===== config.mk =====
export PLATFORM = sky130hd
export DESIGN_NAME = mult_rr_scheduler
export DESIGN_NICKNAME = d
export VERILOG_FILES = /design/src/rtl/mult_rr_pkg.sv /design/src/rtl/ArrayMultiplier_NxN.sv /design/src/rtl/rr_arbiter.sv /design/src/rtl/mult_rr_scheduler.sv
export SDC_FILE = /design/constraint.sdc
export NUM_CORES = 1
export LEC_CHECK = 0
export CORE_MARGIN = 2
export CORE_UTILIZATION = 45
export CTS_CLUSTER_DIAMETER = 200
export DETAILED_ROUTE_END_ITERATION = 16
export PLACE_DENSITY_LB_ADDON = 0.1
export SLEW_MARGIN = 20
export SYNTH_ARGS = -nofsm -noshare
export SYNTH_HDL_FRONTEND = slang
export SYNTH_SLANG_ARGS = --single-unit

===== constraint.sdc =====
create_clock -name clk -period 25.7 [get_ports clk]
set_input_delay 5.14 -clock clk [delete_from_list [all_inputs] [get_ports clk]]
set_output_delay 5.14 -clock clk [all_outputs]
set_load 0.02 [all_outputs]

===== src/rtl/mult_rr_pkg.sv =====
// Shared constants and helpers for the round-robin multiplier scheduler.
package mult_rr_pkg;

  localparam int unsigned MAX_REQ = 4;

  function automatic int unsigned id_width(input int unsigned r);
    return (r > 2) ? 32'd2 : 32'd1;
  endfunction

  function automatic int unsigned rr_next(input int unsigned idx, input int unsigned r);
    return (idx + 32'd1 >= r) ? 32'd0 : idx + 32'd1;
  endfunction

endpackage


===== src/rtl/ArrayMultiplier_NxN.sv =====
// Combinational unsigned NxN array multiplier producing a full 2N-bit product.
module ArrayMultiplier_NxN #(
  parameter int unsigned N = 8
) (
  input  logic [N-1:0]   a_i,
  input  logic [N-1:0]   b_i,
  output logic [2*N-1:0] prod_o
);

  logic [2*N-1:0] acc;

  always_comb begin
    acc = '0;
    for (int unsigned i = 0; i < N; i++) begin
      if (b_i[i]) begin
        acc = acc + ({{N{1'b0}}, a_i} << i);
      end
    end
  end

  assign prod_o = acc;

endmodule


===== src/rtl/rr_arbiter.sv =====
// Round-robin arbiter: one-hot grant searching from ptr upward; ptr moves past the
// winner only when the grant is actually taken (advance).
module rr_arbiter
  import mult_rr_pkg::*;
#(
  parameter int unsigned  R    = 2,
  localparam int unsigned ID_W = id_width(R)
) (
  input  logic            clk,
  input  logic            rst_n,
  input  logic [R-1:0]    req,
  input  logic            advance,
  output logic [R-1:0]    grant,
  output logic [ID_W-1:0] gidx
);

  logic [ID_W-1:0] ptr_q, ptr_d;
  logic            found;
  int unsigned     idx;

  always_comb begin
    grant = '0;
    gidx  = '0;
    found = 1'b0;
    idx   = 0;
    for (int unsigned k = 0; k < R; k++) begin
      idx = (32'(ptr_q) + k) % R;
      if (!found && |(req & (R'(1) << idx))) begin
        grant = R'(1) << idx;
        gidx  = ID_W'(idx);
        found = 1'b1;
      end
    end
  end

  assign ptr_d = advance ? ID_W'(rr_next(32'(gidx), R)) : ptr_q;

  always_ff @(posedge clk or negedge rst_n) begin
    if (!rst_n) begin
      ptr_q <= '0;
    end else begin
      ptr_q <= ptr_d;
    end
  end

endmodule


===== src/rtl/mult_rr_scheduler.sv =====
// Shares one array multiplier among R requesters with round-robin arbitration.
// Define MULT_RR_IN_REG_EN to add an operand register stage (latency 2).
module mult_rr_scheduler
  import mult_rr_pkg::*;
#(
  parameter int unsigned  N    = 8,
  parameter int unsigned  R    = 2,
  localparam int unsigned ID_W = id_width(R)
) (
  input  logic            clk,
  input  logic            rst_n,
  input  logic [R-1:0]    req_valid,
  output logic [R-1:0]    req_ready,
  input  logic [R*N-1:0]  req_a,
  input  logic [R*N-1:0]  req_b,
  output logic            res_valid,
  input  logic            res_ready,
  output logic [2*N-1:0]  res_prod,
  output logic [ID_W-1:0] res_id,
  output logic            busy
);

  if (R < 2 || R > MAX_REQ) begin : g_bad_r
    $error("mult_rr_scheduler: R out of range");
  end

  logic [R-1:0]    grant;
  logic [ID_W-1:0] gidx;
  logic            can_accept, in_accept, xfer;
  logic [N-1:0]    op_a, op_b, mul_a, mul_b;
  logic [2*N-1:0]  prod;
  logic            load;
  logic [ID_W-1:0] load_id;

  logic            res_valid_q, res_valid_d;
  logic [2*N-1:0]  res_prod_q, res_prod_d;
  logic [ID_W-1:0] res_id_q, res_id_d;

  assign can_accept = !res_valid_q || res_ready;
  // Gate with rst_n so nothing is accepted while reset is held.
  assign req_ready  = grant & {R{in_accept & rst_n}};
  assign xfer       = |req_ready;

  rr_arbiter #(
    .R(R)
  ) u_arb (
    .clk    (clk),
    .rst_n  (rst_n),
    .req    (req_valid),
    .advance(xfer),
    .grant  (grant),
    .gidx   (gidx)
  );

  always_comb begin
    op_a = '0;
    op_b = '0;
    for (int i = 0; i < R; i++) begin
      if (grant[i]) begin
        op_a = req_a[i*N +: N];
        op_b = req_b[i*N +: N];
      end
    end
  end

`ifdef MULT_RR_IN_REG_EN
  logic            s1_v_q, s1_v_d;
  logic [N-1:0]    s1_a_q, s1_a_d, s1_b_q, s1_b_d;
  logic [ID_W-1:0] s1_id_q, s1_id_d;

  assign in_accept = !s1_v_q || can_accept;
  assign mul_a     = s1_a_q;
  assign mul_b     = s1_b_q;
  assign load      = s1_v_q && can_accept;
  assign load_id   = s1_id_q;
  assign busy      = res_valid_q | s1_v_q;

  always_comb begin
    s1_v_d  = s1_v_q;
    s1_a_d  = s1_a_q;
    s1_b_d  = s1_b_q;
    s1_id_d = s1_id_q;
    if (xfer) begin
      s1_v_d  = 1'b1;
      s1_a_d  = op_a;
      s1_b_d  = op_b;
      s1_id_d = gidx;
    end else if (can_accept) begin
      s1_v_d = 1'b0;
    end
  end

  always_ff @(posedge clk or negedge rst_n) begin
    if (!rst_n) begin
      s1_v_q  <= 1'b0;
      s1_a_q  <= '0;
      s1_b_q  <= '0;
      s1_id_q <= '0;
    end else begin
      s1_v_q  <= s1_v_d;
      s1_a_q  <= s1_a_d;
      s1_b_q  <= s1_b_d;
      s1_id_q <= s1_id_d;
    end
  end
`else
  assign in_accept = can_accept;
  assign mul_a     = op_a;
  assign mul_b     = op_b;
  assign load      = xfer;
  assign load_id   = gidx;
  assign busy      = res_valid_q;
`endif

  ArrayMultiplier_NxN #(
    .N(N)
  ) u_mul (
    .a_i   (mul_a),
    .b_i   (mul_b),
    .prod_o(prod)
  );

  // A load in the same cycle as a leave overwrites the result without a bubble.
  always_comb begin
    res_valid_d = res_valid_q;
    res_prod_d  = res_prod_q;
    res_id_d    = res_id_q;
    if (load) begin
      res_valid_d = 1'b1;
      res_prod_d  = prod;
      res_id_d    = load_id;
    end else if (res_ready) begin
      res_valid_d = 1'b0;
    end
  end

  always_ff @(posedge clk or negedge rst_n) begin
    if (!rst_n) begin
      res_valid_q <= 1'b0;
      res_prod_q  <= '0;
      res_id_q    <= '0;
    end else begin
      res_valid_q <= res_valid_d;
      res_prod_q  <= res_prod_d;
      res_id_q    <= res_id_d;
    end
  end

  assign res_valid = res_valid_q;
  assign res_prod  = res_prod_q;
  assign res_id    = res_id_q;

endmodule


==> results of run 1 <==
## layer usage
metal	global-route usage [%]	vias up	part of all wire [%]
met1	37.6	1891	50
met5	0	-	0
met3	1.73	8	4.9
met4	4.91	0	0.91
met2	39.9	126	44
li1	-	2010	-
## final cells by class
type,count,area share (%)
Multi-Input combinational cell,457,71.5
Tap cell,108,2.94
Clock buffer,3,0.897
Timing Repair Buffer,61,12.9
Sequential cell,19,10.3
Clock inverter,1,0.109
Inverter,16,1.31
## kinds of logic after synthesis
group / count (synthesis)
AO/OA/AOI/OAI: 189
buffers and inverters: 36
flip-flops: 19
AND/OR/NAND/NOR: 163
multiplexers: 11
XOR/XNOR: 33
adder cells (fa/ha/maj): 61
## cells in the mapped netlist, types with 2 or more instances
cell type,count
a211o_1,3
a211oi_1,9
a21boi_0,4
a21o_1,19
a21oi_1,41
a221o_1,2
a22o_1,8
a22oi_1,7
a31o_2,3
a31oi_1,9
a32o_1,2
a32oi_1,5
and2_0,2
and3_1,7
buf_2,10
clkbuf_1,7
dfrtp_1,19
fa_1,7
ha_1,54
inv_1,15
mux2_2,4
mux2_4,2
mux2i_1,4
nand2_1,60
nand2b_1,3
nand3_1,10
nor2_1,59
nor2b_1,4
nor3_1,10
o211ai_1,7
o21a_1,5
o21ai_0,32
o21bai_1,6
o22ai_1,5
o31a_1,2
o31ai_1,2
o41ai_1,2
o41ai_2,3
or2_2,3
xnor2_1,21
xor2_1,12
## critical path: cells and delay by family
family | cells | cell delay [ns]
mux | 2 | 0.49
simple gates | 11 | 1.36
buf+inv | 3 | 1.35
compound gates | 20 | 4.38
xor+xnor | 4 | 0.70
fa+ha+maj | 7 | 2.48
## flip-flops by register name, summed over array words and instances, names as in the netlist
signal       count
res_id           1
busy             1
res_prod        16
u_arb.ptr_q      1
## how the worst max path moves through the flow
stage,from,cells after the start,end
6_report,req_valid[1],47,res_prod[14]
5_1_grt,req_valid[1],44,res_prod[14]
4_1_cts,req_valid[1],44,res_prod[14]
3_5_place_dp,req_valid[1],44,res_prod[14]
3_3_place_gp,req_valid[1],44,res_prod[14]
2_1_floorplan,req_valid[0],45,res_prod[14]
## cells in the final DEF (no fill, tap or decap), types with 4 or more instances in the layout
| cell type | netlist | routed |
|---|---|---|
| nand2_1 | 60 | 60 |
| nor2_1 | 59 | 58 |
| clkdlybuf4s50_1 | 0 | 56 |
| ha_1 | 54 | 54 |
| a21oi_1 | 41 | 41 |
| o21ai_0 | 32 | 32 |
| xnor2_1 | 21 | 21 |
| a21o_1 | 19 | 19 |
| dfrtp_1 | 19 | 19 |
| inv_1 | 15 | 15 |
| xor2_1 | 12 | 12 |
| nor3_1 | 10 | 10 |
| nand3_1 | 10 | 10 |
| a211oi_1 | 9 | 9 |
| a31oi_1 | 9 | 9 |
| a22o_1 | 8 | 8 |
| a22oi_1 | 7 | 7 |
| and3_1 | 7 | 7 |
| o211ai_1 | 7 | 7 |
| fa_1 | 7 | 7 |
| o21bai_1 | 6 | 6 |
| a32oi_1 | 5 | 5 |
| o21a_1 | 5 | 5 |
| o22ai_1 | 5 | 5 |
| nor2b_1 | 4 | 4 |
| a21boi_0 | 4 | 4 |
| mux2i_1 | 4 | 4 |
| mux2_2 | 4 | 4 |
| buf_4 | 1 | 4 |
## stage by stage
| stage | hold WS, ns | worst slack [ns] | std cells | total power (uW) | utilization (%) |
|---|---|---|---|---|---|
| floorplan | 0.550 | 11.67 | 512 | 300 | - |
| global placement | 0.459 | 10.01 | 661 | 378 | 53.0 |
| detailed placement | 0.470 | 9.82 | 661 | 385 | 53.0 |
| CTS | 0.489 | 10.08 | 665 | 409 | 53.6 |
| global route | 0.520 | 9.01 | 665 | 451 | 53.6 |
| finish | 0.483 | 9.97 | 665 | 411 | 53.6 |
## power breakdown
group / switching, uW / total (uW) / internal (uW)
combinational: 190 / 340 / 150
clock: 11.7 / 22.5 / 10.8
sequential: 7.06 / 48.8 / 41.7
==> key figures, run 1 <==
CTS
  • Post-CTS Setup Inserts: 0
  • Num CTS Buffers: 3
  • Clk root buf: clkbuf_8
  • Post-CTS Hold Buffers: 0
  • Clock Sinks: 19
  • Worst-case clock buffer depth: 2
  • H-tree levels: 1
  • Clock latency on the worst-skew pair: 0.26 ns
  • Post-CTS Resized: 0
  • CTS tree: built
  • Clock edge transition at the registers on the reported setup and hold paths: 0.08 ns

Placed design
  • GPL Wtd Cong: 0.925
  • Port Buf Inserts: between 50 and 60
  • Dpl hpwl: approximately 9400 um
  • Placed Area: 4560 um^2

Die
  • Die ar.: approximately 9500 um^2
  • Core area: roughly 8600 um^2
  • Die width: a little under 100 um
  • Placement Rows: 34
  • I/O Pins: just under 60
  • Die height: around 100 um
  • Starting Density: 45.6%

Synth
  • Complex-gate fraction of the synthesized area: between 30% and 40%
  • Post-synthesis xor/xnor area fraction: about 7.4%
  • Yosys top cell area share: between 10% and 20%
  • Synth async-reset ratio: 100%
  • Syn_nets: slightly above 600
  • Post-synthesis adder-cell area fraction: between 20% and 30%
  • Warnings from Yosys: 0
  • Mean Syn Cell Area: 7.66 um^2
  • Netlist cell types: 64
  • Synthesized instance count: just over 500
  • EDFF count, synth: 0
  • Sequential share of the synthesized area: between 10% and 20%
  • Yosys reg bits: 19
  • Ranking of synthesized cells by area: ha_1, dfrtp_1, nand2_1
  • Post-synthesis simple-gate area fraction: 18.1%
  • Largest family of logic cells by synthesized area: compound AO/OA/AOI/OAI gates
  • Synth Flop Type: dfrtp_1
  • Mux contribution to synthesized area: ~3.2%
  • Cell Area, Synth: about 3900 um^2
  • Cell type with the largest total area after synthesis: ha_1

Critical path
  • Critical path startpoint category: primary input
  • Reg2Reg Launch Point: u_arb.ptr_q
  • CP most frequent cell: ha_1
  • Nature of the critical path endpoint: flop
  • RR Endpoint: res_prod[14]
  • CP max stage cell: a21boi_4
  • Worst R2R Setup Slack: 15.09 ns
  • Arr. time, crit path: 15.92 ns
  • Depth of the worst register-to-register path: 47
  • CP max FO: 24
  • Worst path max stage delay: 0.71 ns
  • WS Path Type: primary input to flop
  • Worst endpoint required time: about 26 ns

Timing
  • Final setup skew: between 0.002 and 0.003 ns
  • Slew headroom: 29.2%
  • Min cycle time layout: around 16 ns
  • RSZ-0062 raised after global routing: no
  • Fmax: roughly 64 MHz
  • Count of final hold-check violations: 0
  • Fin crit share: about three fifths
  • Worst Max-Slew Pin Slew: 1.06 ns
  • Max Transition Viols Final: 0
  • Setup Viol. Count Final: 0
  • Setup TNS: 0 ns

Min path
  • Worst Min Path Start: res_id
  • Hold Path Stages: 1
  • Hold Path Sink: res_id
  • Hold Crit Class: flop to flop

Routing
  • Via count: a little over 4000
  • DRT antenna net count: 0
  • First-pass detailed-route iteration total: 5
  • Via-to-Cell Ratio: 6.07
  • Initial DRC count: approximately 250
  • DRC violations left: 0
  • WL/cell: between 15 and 20 um
  • DRT Wirelength: roughly 12000 um

Layout
  • Area of the multi-input gates: ~3300 um^2
  • FF/Latch Area: between 400 and 500 um^2
  • FILL cells: around 840
  • Share of cells above drive strength 1: between 5 and 6%
  • Final #Nets: about 660
  • Antenna fix cells: 0
  • Design area: approximately 4600 um^2
  • Area growth syn-to-layout: 17.4%

Global routing
  • Grt ovf: 0
  • Vias in the first global route: just under 4000
  • Largest net degree at the start of global routing: 25
  • GRT Overall Usage: about a quarter
  • First-pass GRT wire length: 19900 um
  • Initial antenna violation count: 0

Pwr
  • Pwr Density: ~90 nW/um^2
  • Max VDD drop: 31.8 uV
  • Leak: approximately 0.0021 uW

Outcome
  • Status: finished, final reports clean

Job
  • Max Cap Violations: 0
(Power assumes the default switching activity.)
==> run 2, diff against run 1 <==
==> constraint.sdc (replaced) <==
create_clock -name clk -period 13 [get_ports clk]
set_input_delay 2.6 -clock clk [delete_from_list [all_inputs] [get_ports clk]]
set_output_delay 2.6 -clock clk [all_outputs]
set_load 0.02 [all_outputs]
==> run 2 against run 1 <==
Net effect:
- clock skew about the same
- power increased by 98%
- wire length fell by 1.7%
- register-to-register slack lost 12 ns
- global-route usage down 0.12 points
- sequential share of layout area is 0.15 points lower
- cell count up 1.1%
- sequential power rose by 98%
- clock power grew 92%
- cell area increased by 1.5%
- largest cell class unchanged
==> key figures, run 2 (same netlist as run 1, synthesis figures left out) <==
CTS
  • H-tree levels: 1 (unchanged)
  • Post-CTS Hold Buffers: 0 (unchanged)
  • Clock Sinks: 19 (unchanged)
  • Num CTS Buffers: 3 (unchanged)
  • Clk root buf: clkbuf_8
  • CTS tree: built
  • Clock latency on the worst-skew pair: 0.26 ns (about the same)
  • Clock edge transition at the registers on the reported setup and hold paths: 0.08 ns (about the same)
  • Worst-case clock buffer depth: 2 (unchanged)

Placed design
  • Port Buf Inserts: 57 (unchanged)
  • GPL Wtd Cong: 0.911 (-1.5%)
  • Placed Area: 4610 um^2 (+1.2%)
  • Pre-CTS WS: 0.463 ns (-9.36 ns)
  • Dpl hpwl: 9230 um (-1.6%)

Layout
  • Final #Nets: 663 (+1.1%)
  • Area growth syn-to-layout: 19.1%
  • Largest register FFs: 16 (unchanged)
  • Share of cells above drive strength 1: 7.27% (+1.3 points)
  • Antenna fix cells: 0 (unchanged)
  • Commonest non-fill, non-tap cell in the layout: nand2_1
  • Design area: 4670 um^2 (+1.5%)
  • Most frequent cells in the layout: nand2_1, nor2_1, clkdlybuf4s50_1, ha_1, a21oi_1

Critical path
  • Critical path startpoint category: primary input
  • CP max stage cell: clkdlybuf4s50_1
  • Arr. time, crit path: 12.43 ns (-3.49 ns)
  • Worst endpoint required time: 13.15 ns (-12.74 ns)
  • WS Path Type: primary input to flop
  • CP max FO: 13 (-46%)
  • CP most frequent cell: ha_1
  • Nature of the critical path endpoint: flop
  • Worst path max stage delay: 0.46 ns (-0.25 ns)

Timing
  • Slew headroom: 33.9% (+4.7 points)
  • Fin crit share: a little over nine tenths
  • RSZ-0062 raised after global routing: no
  • Final setup skew: 0.00259 ns (-0.00000147 ns)
  • Worst Max-Slew Pin Slew: 0.992 ns (-0.0705 ns)
  • Setup Viol. Count Final: 0 (unchanged)
  • Setup TNS: 0 ns (unchanged)
  • Count of final hold-check violations: 0 (unchanged)
  • Max Transition Viols Final: 0 (unchanged)
  • Min cycle time layout: 12.28 ns
  • Setup ws final: 0.718 ns (-9.25 ns)
  • Fmax: roughly 81 MHz

Global routing
  • Grt ovf: 0 (unchanged)
  • Initial antenna violation count: 0 (unchanged)
  • GRT Overall Usage: 25.0% (-0.12 points)
  • First-pass GRT wire length: 19600 um (-1.6%)
  • Vias in the first global route: 3885 (+0.52%)
  • Largest net degree at the start of global routing: 22 (-12%)

Die
  • Die width: 97.4 um (unchanged)
  • Starting Density: 45.6% (unchanged)
  • Die ar.: 9480 um^2 (unchanged)
  • I/O Pins: 58 (unchanged)
  • Die height: 97.4 um (unchanged)
  • Core area: 8590 um^2 (unchanged)
  • Placement Rows: 34 (unchanged)

Min path
  • Hold Crit Class: flop to flop

Pwr
  • Pwr Density: 174 nW/um^2 (+95%)
  • Leak: 0.00216 uW (+1.7%)
  • Max VDD drop: 78.6 uV (+150%)

Routing
  • Initial DRC count: 180 (-29%)
  • DRT Wirelength: 11700 um (-1.7%)
  • First-pass detailed-route iteration total: 4 (-1)
  • Via count: 4029 (-0.15%)
  • Via-to-Cell Ratio: 6.00 (-1.2%)
  • DRT antenna net count: 0 (unchanged)
  • WL/cell: 17.4 um (-2.7%)
  • DRC violations left: 0 (unchanged)

Job
  • Max Cap Violations: 0 (unchanged)

Outcome
  • Status: finished, final reports clean
## run 2: power breakdown
part | internal [uW] | leakage (uW) | switching [uW]
registers | 82.5 | 0.000234 | 14.0
clock network | 21.4 | 0.0000255 | 21.9
logic | 300 | 0.00190 | 376
total | 403 | 0.00216 | 412
## run 2: final timing paths
kind / start / to / slack (ns) / cells after the start
max: req_valid[1] / res_prod[15] / 0.72 / 48
min: res_id / res_id / 0.49 / 1
max reg2reg: u_arb.ptr_q / res_prod[15] / 3.12 / 47
min reg2reg: res_id / res_id / 0.49 / 1
max in group asynchronous: rst_n / res_prod[6] / 9.58 / 1
min in group asynchronous: rst_n / res_prod[15] / 2.85 / 1
## run 2: layer usage
metal  track usage, %  part of all wire [%]  vias to the layer above
li1                 -                     -                     2012
met1             36.7                    51                     1888
met2             39.2                    43                      113
met3             2.73                   4.3                       16
met4             6.41                   1.8                        0
met5                0                     0                        -
## run 2: repair_timing
item	in CTS	in global routing
setup buffers	0	0
setup endpoints to repair	0	3
gates resized for setup	0	3
## run 2: through the flow
step / util [%] / total power [uW] / instances / hold WS [ns]
floorplan: - / 593 / 512 / 0.550
global placement: 53.7 / 753 / 668 / 0.467
detailed placement: 53.7 / 763 / 668 / 0.474
CTS: 54.2 / 810 / 672 / 0.492
global route: 54.4 / 902 / 672 / 0.518
finish: 54.4 / 815 / 672 / 0.486
## run 2: layout make-up
cell class / count / area (um^2)
well taps: 108 / 135
inverters: 16 / 60.1
repair buffers: 68 / 653
clock buffers: 3 / 41.3
clock inverters: 1 / 5.00
fillers: 821 / 3920
flip-flops and latches: 19 / 475
multi-input cells: 457 / 3300
## run 2: worst max-delay path: cells and delay by family
family,cells,cell delay [ns]
buffers and inverters,5,1.07
XOR/XNOR,2,0.29
AO/OA/AOI/OAI,21,4.05
multiplexers,1,0.22
adder cells (fa/ha/maj),7,2.43
AND/OR/NAND/NOR,12,1.77
==> run 3, diff against run 2 <==
--- a/config.mk
+++ b/config.mk
@@ -6,11 +6,12 @@
 export NUM_CORES = 1
 export LEC_CHECK = 0
 export CORE_MARGIN = 2
-export CORE_UTILIZATION = 45
+export CORE_UTILIZATION = 52
 export CTS_CLUSTER_DIAMETER = 200
 export DETAILED_ROUTE_END_ITERATION = 16
 export PLACE_DENSITY_LB_ADDON = 0.1
 export SLEW_MARGIN = 20
 export SYNTH_ARGS = -nofsm -noshare
 export SYNTH_HDL_FRONTEND = slang
+export SYNTH_HIERARCHICAL = 1
 export SYNTH_SLANG_ARGS = --single-unit
==> run 3 against run 2 <==
Net effect:
- maximum frequency decreased by 0.18%
- utilization increased by 9.2 points
- wire length decreased by 0.23%
- sequential power decreased by 2.8%
- clock power decreased by 4.6%
- cell area increased by 5.7%
- non-clock buffer count increased by 4
- sequential share of layout area decreased by 0.55 points
- worst hold slack improved by 0.024 ns
- first-iteration DRC count increased by 1.7%
==> key figures, run 3 <==
Pwr
  • Max VDD drop: 79.5 uV (+1.2%)
  • Leak: 0.00240 uW (+11%)
  • Pwr Density: 136 nW/um^2 (-22%)
  • Total power: 673 uW (-17%)

Critical path
  • CP Buf/Inv Count: 4 (-1)
  • WS Path Type: primary input to flop
  • CP max FO: 21 (+8)
  • CP most frequent cell: ha_1
  • Nature of the critical path endpoint: flop
  • Critical path startpoint category: primary input
  • Kind of cell adding the most delay to the critical path: compound AO/OA/AOI/OAI gates
  • Worst endpoint required time: 13.14 ns (about the same)
  • CP max stage cell: clkdlybuf4s50_1
  • Worst path max stage delay: 0.48 ns (+0.02 ns)
  • Arr. time, crit path: 12.45 ns (+0.02 ns)

Timing
  • Count of final hold-check violations: 0 (unchanged)
  • Setup Viol. Count Final: 0 (unchanged)
  • Setup ws final: 0.695 ns (-0.0226 ns)
  • Final setup skew: 0.00625 ns (+0.00365 ns)
  • Setup TNS: 0 ns (unchanged)
  • Fin crit share: 94.7% (+0.17 points)
  • Slew headroom: 50.6% (+17 points)
  • Min cycle time layout: 12.30 ns (+0.0226 ns)
  • Fmax: 81.3 MHz (-0.18%)
  • Max Transition Viols Final: 0 (unchanged)
  • Worst Max-Slew Pin Slew: 0.738 ns (-0.254 ns)

CTS
  • Clk root buf: clkbuf_8
  • Clock latency on the worst-skew pair: 0.26 ns (about the same)
  • CTS tree: built
  • Clock Sinks: 19 (unchanged)
  • Worst-case clock buffer depth: 2 (unchanged)
  • Clock edge transition at the registers on the reported setup and hold paths: 0.07 ns (about the same)
  • H-tree levels: 1 (unchanged)
  • Num CTS Buffers: 3 (unchanged)

Synth
  • Ranking of synthesized cells by area: ha_1, dfrtp_1, a21oi_1
  • Syn_nets: 643 (+5.4%)
  • Netlist cell types: 60 (-6.3%)
  • Yosys reg bits: 19 (unchanged)
  • Sequential share of the synthesized area: 11.4% (-0.77 points)
  • Synth async-reset ratio: 100% (unchanged)
  • EDFF count, synth: 0 (unchanged)
  • Yosys top cell area share: 17.3% (+0.10 points)
  • Synth Flop Type: dfrtp_1
  • Warnings from Yosys: 6 (+6)
  • Cell type with the largest total area after synthesis: ha_1
  • Synthesized instance count: 542 (+5.9%)
  • Cell Area, Synth: 4190 um^2 (+6.8%)
  • Top-count cell post-synth: ha_1
  • Commonest cells post-synth: ha_1, nand2_1, a21oi_1
  • Mean Syn Cell Area: 7.72 um^2 (+0.86%)

Placed design
  • Dpl hpwl: 9280 um (+0.58%)
  • GPL Wtd Cong: 0.907 (-0.46%)
  • Pre-CTS WS: 0.187 ns (-0.275 ns)
  • Port Buf Inserts: 57 (unchanged)
  • Inst Count DP: 692 (+3.6%)

Layout
  • Largest register FFs: 16 (unchanged)
  • Final Non-Filler Cells: 697 (+3.7%)
  • Commonest non-fill, non-tap cell in the layout: ha_1
  • Most frequent cells in the layout: ha_1, clkdlybuf4s50_1, nand2_1, a21oi_1, inv_1
  • Final #Nets: 697 (+5.1%)
  • Area growth syn-to-layout: 17.9%
  • Share of cells above drive strength 1: 8.91% (+1.6 points)
  • Final core occ: 63.6% (+9.2 points)
  • Antenna fix cells: 0 (unchanged)

Routing
  • DRT antenna net count: 0 (unchanged)
  • Initial DRC count: 183 (+1.7%)
  • WL/cell: 16.8 um (-3.8%)
  • Via count: 4132 (+2.6%)
  • DRT Wirelength: 11700 um (-0.23%)
  • DRC violations left: 0 (unchanged)
  • First-pass detailed-route iteration total: 4 (unchanged)
  • Via-to-Cell Ratio: 5.93 (-1.1%)

Die
  • Die width: 93.7 um (-3.7%)
  • Die ar.: 8780 um^2 (-7.3%)
  • Core area: 7770 um^2 (-9.6%)
  • Die height: 93.7 um (-3.7%)
  • Starting Density: 53.9% (+8.3 points)
  • I/O Pins: 58 (unchanged)
  • Placement Rows: 32 (-5.9%)

Min path
  • Hold Crit Class: flop to flop

Outcome
  • Status: finished, final reports clean

Global routing
  • Largest net degree at the start of global routing: 23 (+4.5%)
  • GRT Overall Usage: 26.8% (+1.8 points)
  • First-pass GRT wire length: 18900 um (-3.5%)
  • Initial antenna violation count: 0 (unchanged)
  • Grt ovf: 0 (unchanged)
  • Vias in the first global route: 3908 (+0.59%)

Job
  • Max Cap Violations: 0 (unchanged)
## run 3: cell types whose count changed in the layout (fill, tap and decap cells not counted), moves of 5 or more
cell      before  now
o21a_1         5   12
nand2_1       60   53
mux2_2         4   15
o221ai_1       0    5
or3_1          1    7
o22ai_1        5    0
a22o_1         8   16
nor2_1        58   36
nor2b_1        4    9
inv_1         15   39
o31ai_1        2    7
a22oi_1        6    1
mux2_4         2    8
## run 3: area by class of cell
type / instances / area, um^2
clock buffer: 3 / 41.3
inverter: 40 / 150
clock inverter: 1 / 5.00
multi-input combinational: 460 / 3460
fill: 744 / 2830
timing repair buffer: 72 / 678
tap: 102 / 128
sequential: 19 / 475
## run 3: cells by family (layout without fill, tap and decap cells)
family | after synthesis | in the layout | synth area share, %
buf+inv | 63 | 116 | 6.46
compound gates | 180 | 180 | 29.1
flops | 19 | 19 | 11.4
mux | 31 | 31 | 8.82
fa+ha+maj | 64 | 64 | 20.2
simple gates | 156 | 156 | 18.1
xor+xnor | 29 | 29 | 6.07
## run 3: repair_timing
item | in CTS | in global routing
hold buffers | 0 | 0
setup endpoints to repair | 0 | 4
buffers inserted | 0 | 1
resized for setup | 0 | 6
endpoints found under the hold margin | 0 | 0
## run 3: metrics by stage
step | hold WS [ns] | area [um^2]
floorplan | 0.525 | 4190
global placement | 0.488 | 4870
detailed placement | 0.495 | 4870
CTS | 0.511 | 4920
global route | 0.529 | 4940
finish | 0.509 | 4940
## run 3: path summary, 6_finish.rpt
kind / from / end / slack, ns / cells past startpoint
setup / recovery: req_valid[0] / res_prod[15] / 0.70 / 48
hold / removal: res_prod[10] / res_prod[10] / 0.51 / 1
setup reg to reg: flop / res_prod[15] / 3.04 / 47
hold reg to reg: res_prod[10] / res_prod[10] / 0.51 / 1
max in group asynchronous: rst_n / res_prod[13] / 10.35 / 1
min in group asynchronous: rst_n / asynchronous set/reset pin / 2.30 / 1
## run 3: layer usage
layer  GRT usage, %  part of all wire (%)  vias up
met5              0                     0        -
met3           3.45                   4.6        9
met1           37.0                    46     1964
li1               -                     -     2075
met2           45.9                    49       84
met4           3.14                  0.89        0
## run 3: report_power, final
group          leakage [uW]  internal [uW]  total, uW  switching (uW)
Clock             0.0000255           21.3       41.3            20.0
Combinational       0.00213            247        538             291
Sequential         0.000239           81.1       93.9            12.8
==> edit, RTL diff (config.mk and constraints of run 1) <==
`N` is set to 8 in 2 places; all go to 4.
--- a/src/rtl/ArrayMultiplier_NxN.sv
+++ b/src/rtl/ArrayMultiplier_NxN.sv
@@ -1,6 +1,6 @@
 // Combinational unsigned NxN array multiplier producing a full 2N-bit product.
 module ArrayMultiplier_NxN #(
-  parameter int unsigned N = 8
+  parameter int unsigned N = 4
 ) (
   input  logic [N-1:0]   a_i,
   input  logic [N-1:0]   b_i,
--- a/src/rtl/mult_rr_scheduler.sv
+++ b/src/rtl/mult_rr_scheduler.sv
@@ -3,7 +3,7 @@
 module mult_rr_scheduler
   import mult_rr_pkg::*;
 #(
-  parameter int unsigned  N    = 8,
+  parameter int unsigned  N    = 4,
   parameter int unsigned  R    = 2,
   localparam int unsigned ID_W = id_width(R)
 ) (
Ports: changed (resized req_a, req_b and res_prod); port bits go from 58 to 34. The function was not compared with the original's and may differ.
==> edit against run 1 <==
- sequential cell count is 8 lower
- power is 80% lower
- design area is 67% lower
- routed wire length is 78% lower
- final cell count is 72% lower
- setup slack better by 3600 ps
- area after synthesis is 71% lower
- clock power is 50% lower
- largest cell class unchanged
- highest routed layer unchanged
==> edit: results (changes against run 1) <==
- Largest register FFs: 8 (-8)
- Crit-path max cell delay: 630 ps (-80 ps)
- Area contributors post-synth: dfrtp_1, ha_1, fa_1
- Yosys cell types: 38 (-41%)
- Total GRT Usage: 17.9% (-7.1 points)
- Share of layout cells above drive strength 1: 8.86% (+2.9 points)
- Largest net degree at the start of global routing: 21 (-16%)
- Seq/Total Area, Yosys: 24.0% (+12 points)
- M1 WL: 1210 um (-80%)
- PortBufs: 33 (-42%)
- Vias in the first global route: 924 (-76%)
- WL met2: 1130 um (-78%)
- Relative slew slack: 54.5% (+25 points)
- Placed cell count: 184 (-72%)
- Setup Skew: 3.31 ps (+0.717 ps)
- GPL Wtd Cong: 0.745 (-19%)
- Final WL: 2570 um (-78%)
- Status: finished clean
- HPWL after DPL: 2140 um (-77%)
- Mapped Cells: 125 (-76%)
- CP Data Arrival Time: 6970 ps (-8950 ps)
- CP max-delay cell: clkdlybuf4s50_1
- Met3 wire length: 217 um (-63%)
- Pleak: 0.684 nW (-68%)
- Layout filler cell count: 210 (-75%)
edit: cell count changes in the layout (fill, tap and decap cells not counted), sizes merged, moves of 11 or more:
cell           before  now
nor2               59    9
nand2              60   12
ha                 54   10
a21oi              41    6
o21ai              33    7
clkdlybuf4s50      56   33
xnor2              21    5
a21o               19    4
xor2               12    1
edit: worst paths after layout:
path	to	slack, ps	cells after the start
worst max-delay path	req_ready[0]	13590	5
worst min-delay path	res_prod[1]	490	2
worst max register to register	res_prod[6]	20760	19
worst min register to register	res_prod[1]	490	2
max in group asynchronous	res_id	20160	1
min in group asynchronous	res_prod[3]	5200	1
edit: area by class of cell:
cell class,count,share of cell area (%)
clock buffers,4,1.73
inverters,9,2.22
multi-input cells,100,53.2
flip-flops and latches,11,18.1
well taps,30,2.47
repair buffers,34,22.2
edit: cell families (layout without fill, tap and decap cells):
logic type	after synthesis	after routing	share of synthesized area [%]
XOR/XNOR	6	6	4.58
multiplexers	9	9	8.28
flip-flops	11	11	24.0
AND/OR/NAND/NOR	37	37	15.7
AO/OA/AOI/OAI	33	33	23.9
adder cells (fa/ha/maj)	15	15	18.0
buffers and inverters	14	47	5.66
edit: worst max-delay path: cells and delay by family:
family / cells / cell delay, ps
buf+inv: 3 / 1310
compound gates: 1 / 410
simple gates: 1 / 120
edit: through the flow:
step / util (%) / setup slack (ps) / hold slack (ps)
after detailed placement: 60.8 / 13560 / 473
after global placement: 60.8 / 13610 / 467
after floorplan: - / 14730 / 544
after global routing: 61.9 / 13450 / 512
after CTS: 61.9 / 13580 / 487
final: 61.9 / 13590 / 486
edit: report_power, final:
group,total (mW),internal [mW],switching (mW)
Sequential,0.0238,0.0214,0.00246
Clock,0.0113,0.00600,0.00530
Combinational,0.0470,0.0227,0.0243
edit: metal layers:
metal | track usage, % | vias up
met2 | 30.5 | 34
met3 | 4.92 | 2
li1 | - | 511
met1 | 23.1 | 462
met5 | 0 | -
met4 | 2.50 | 0
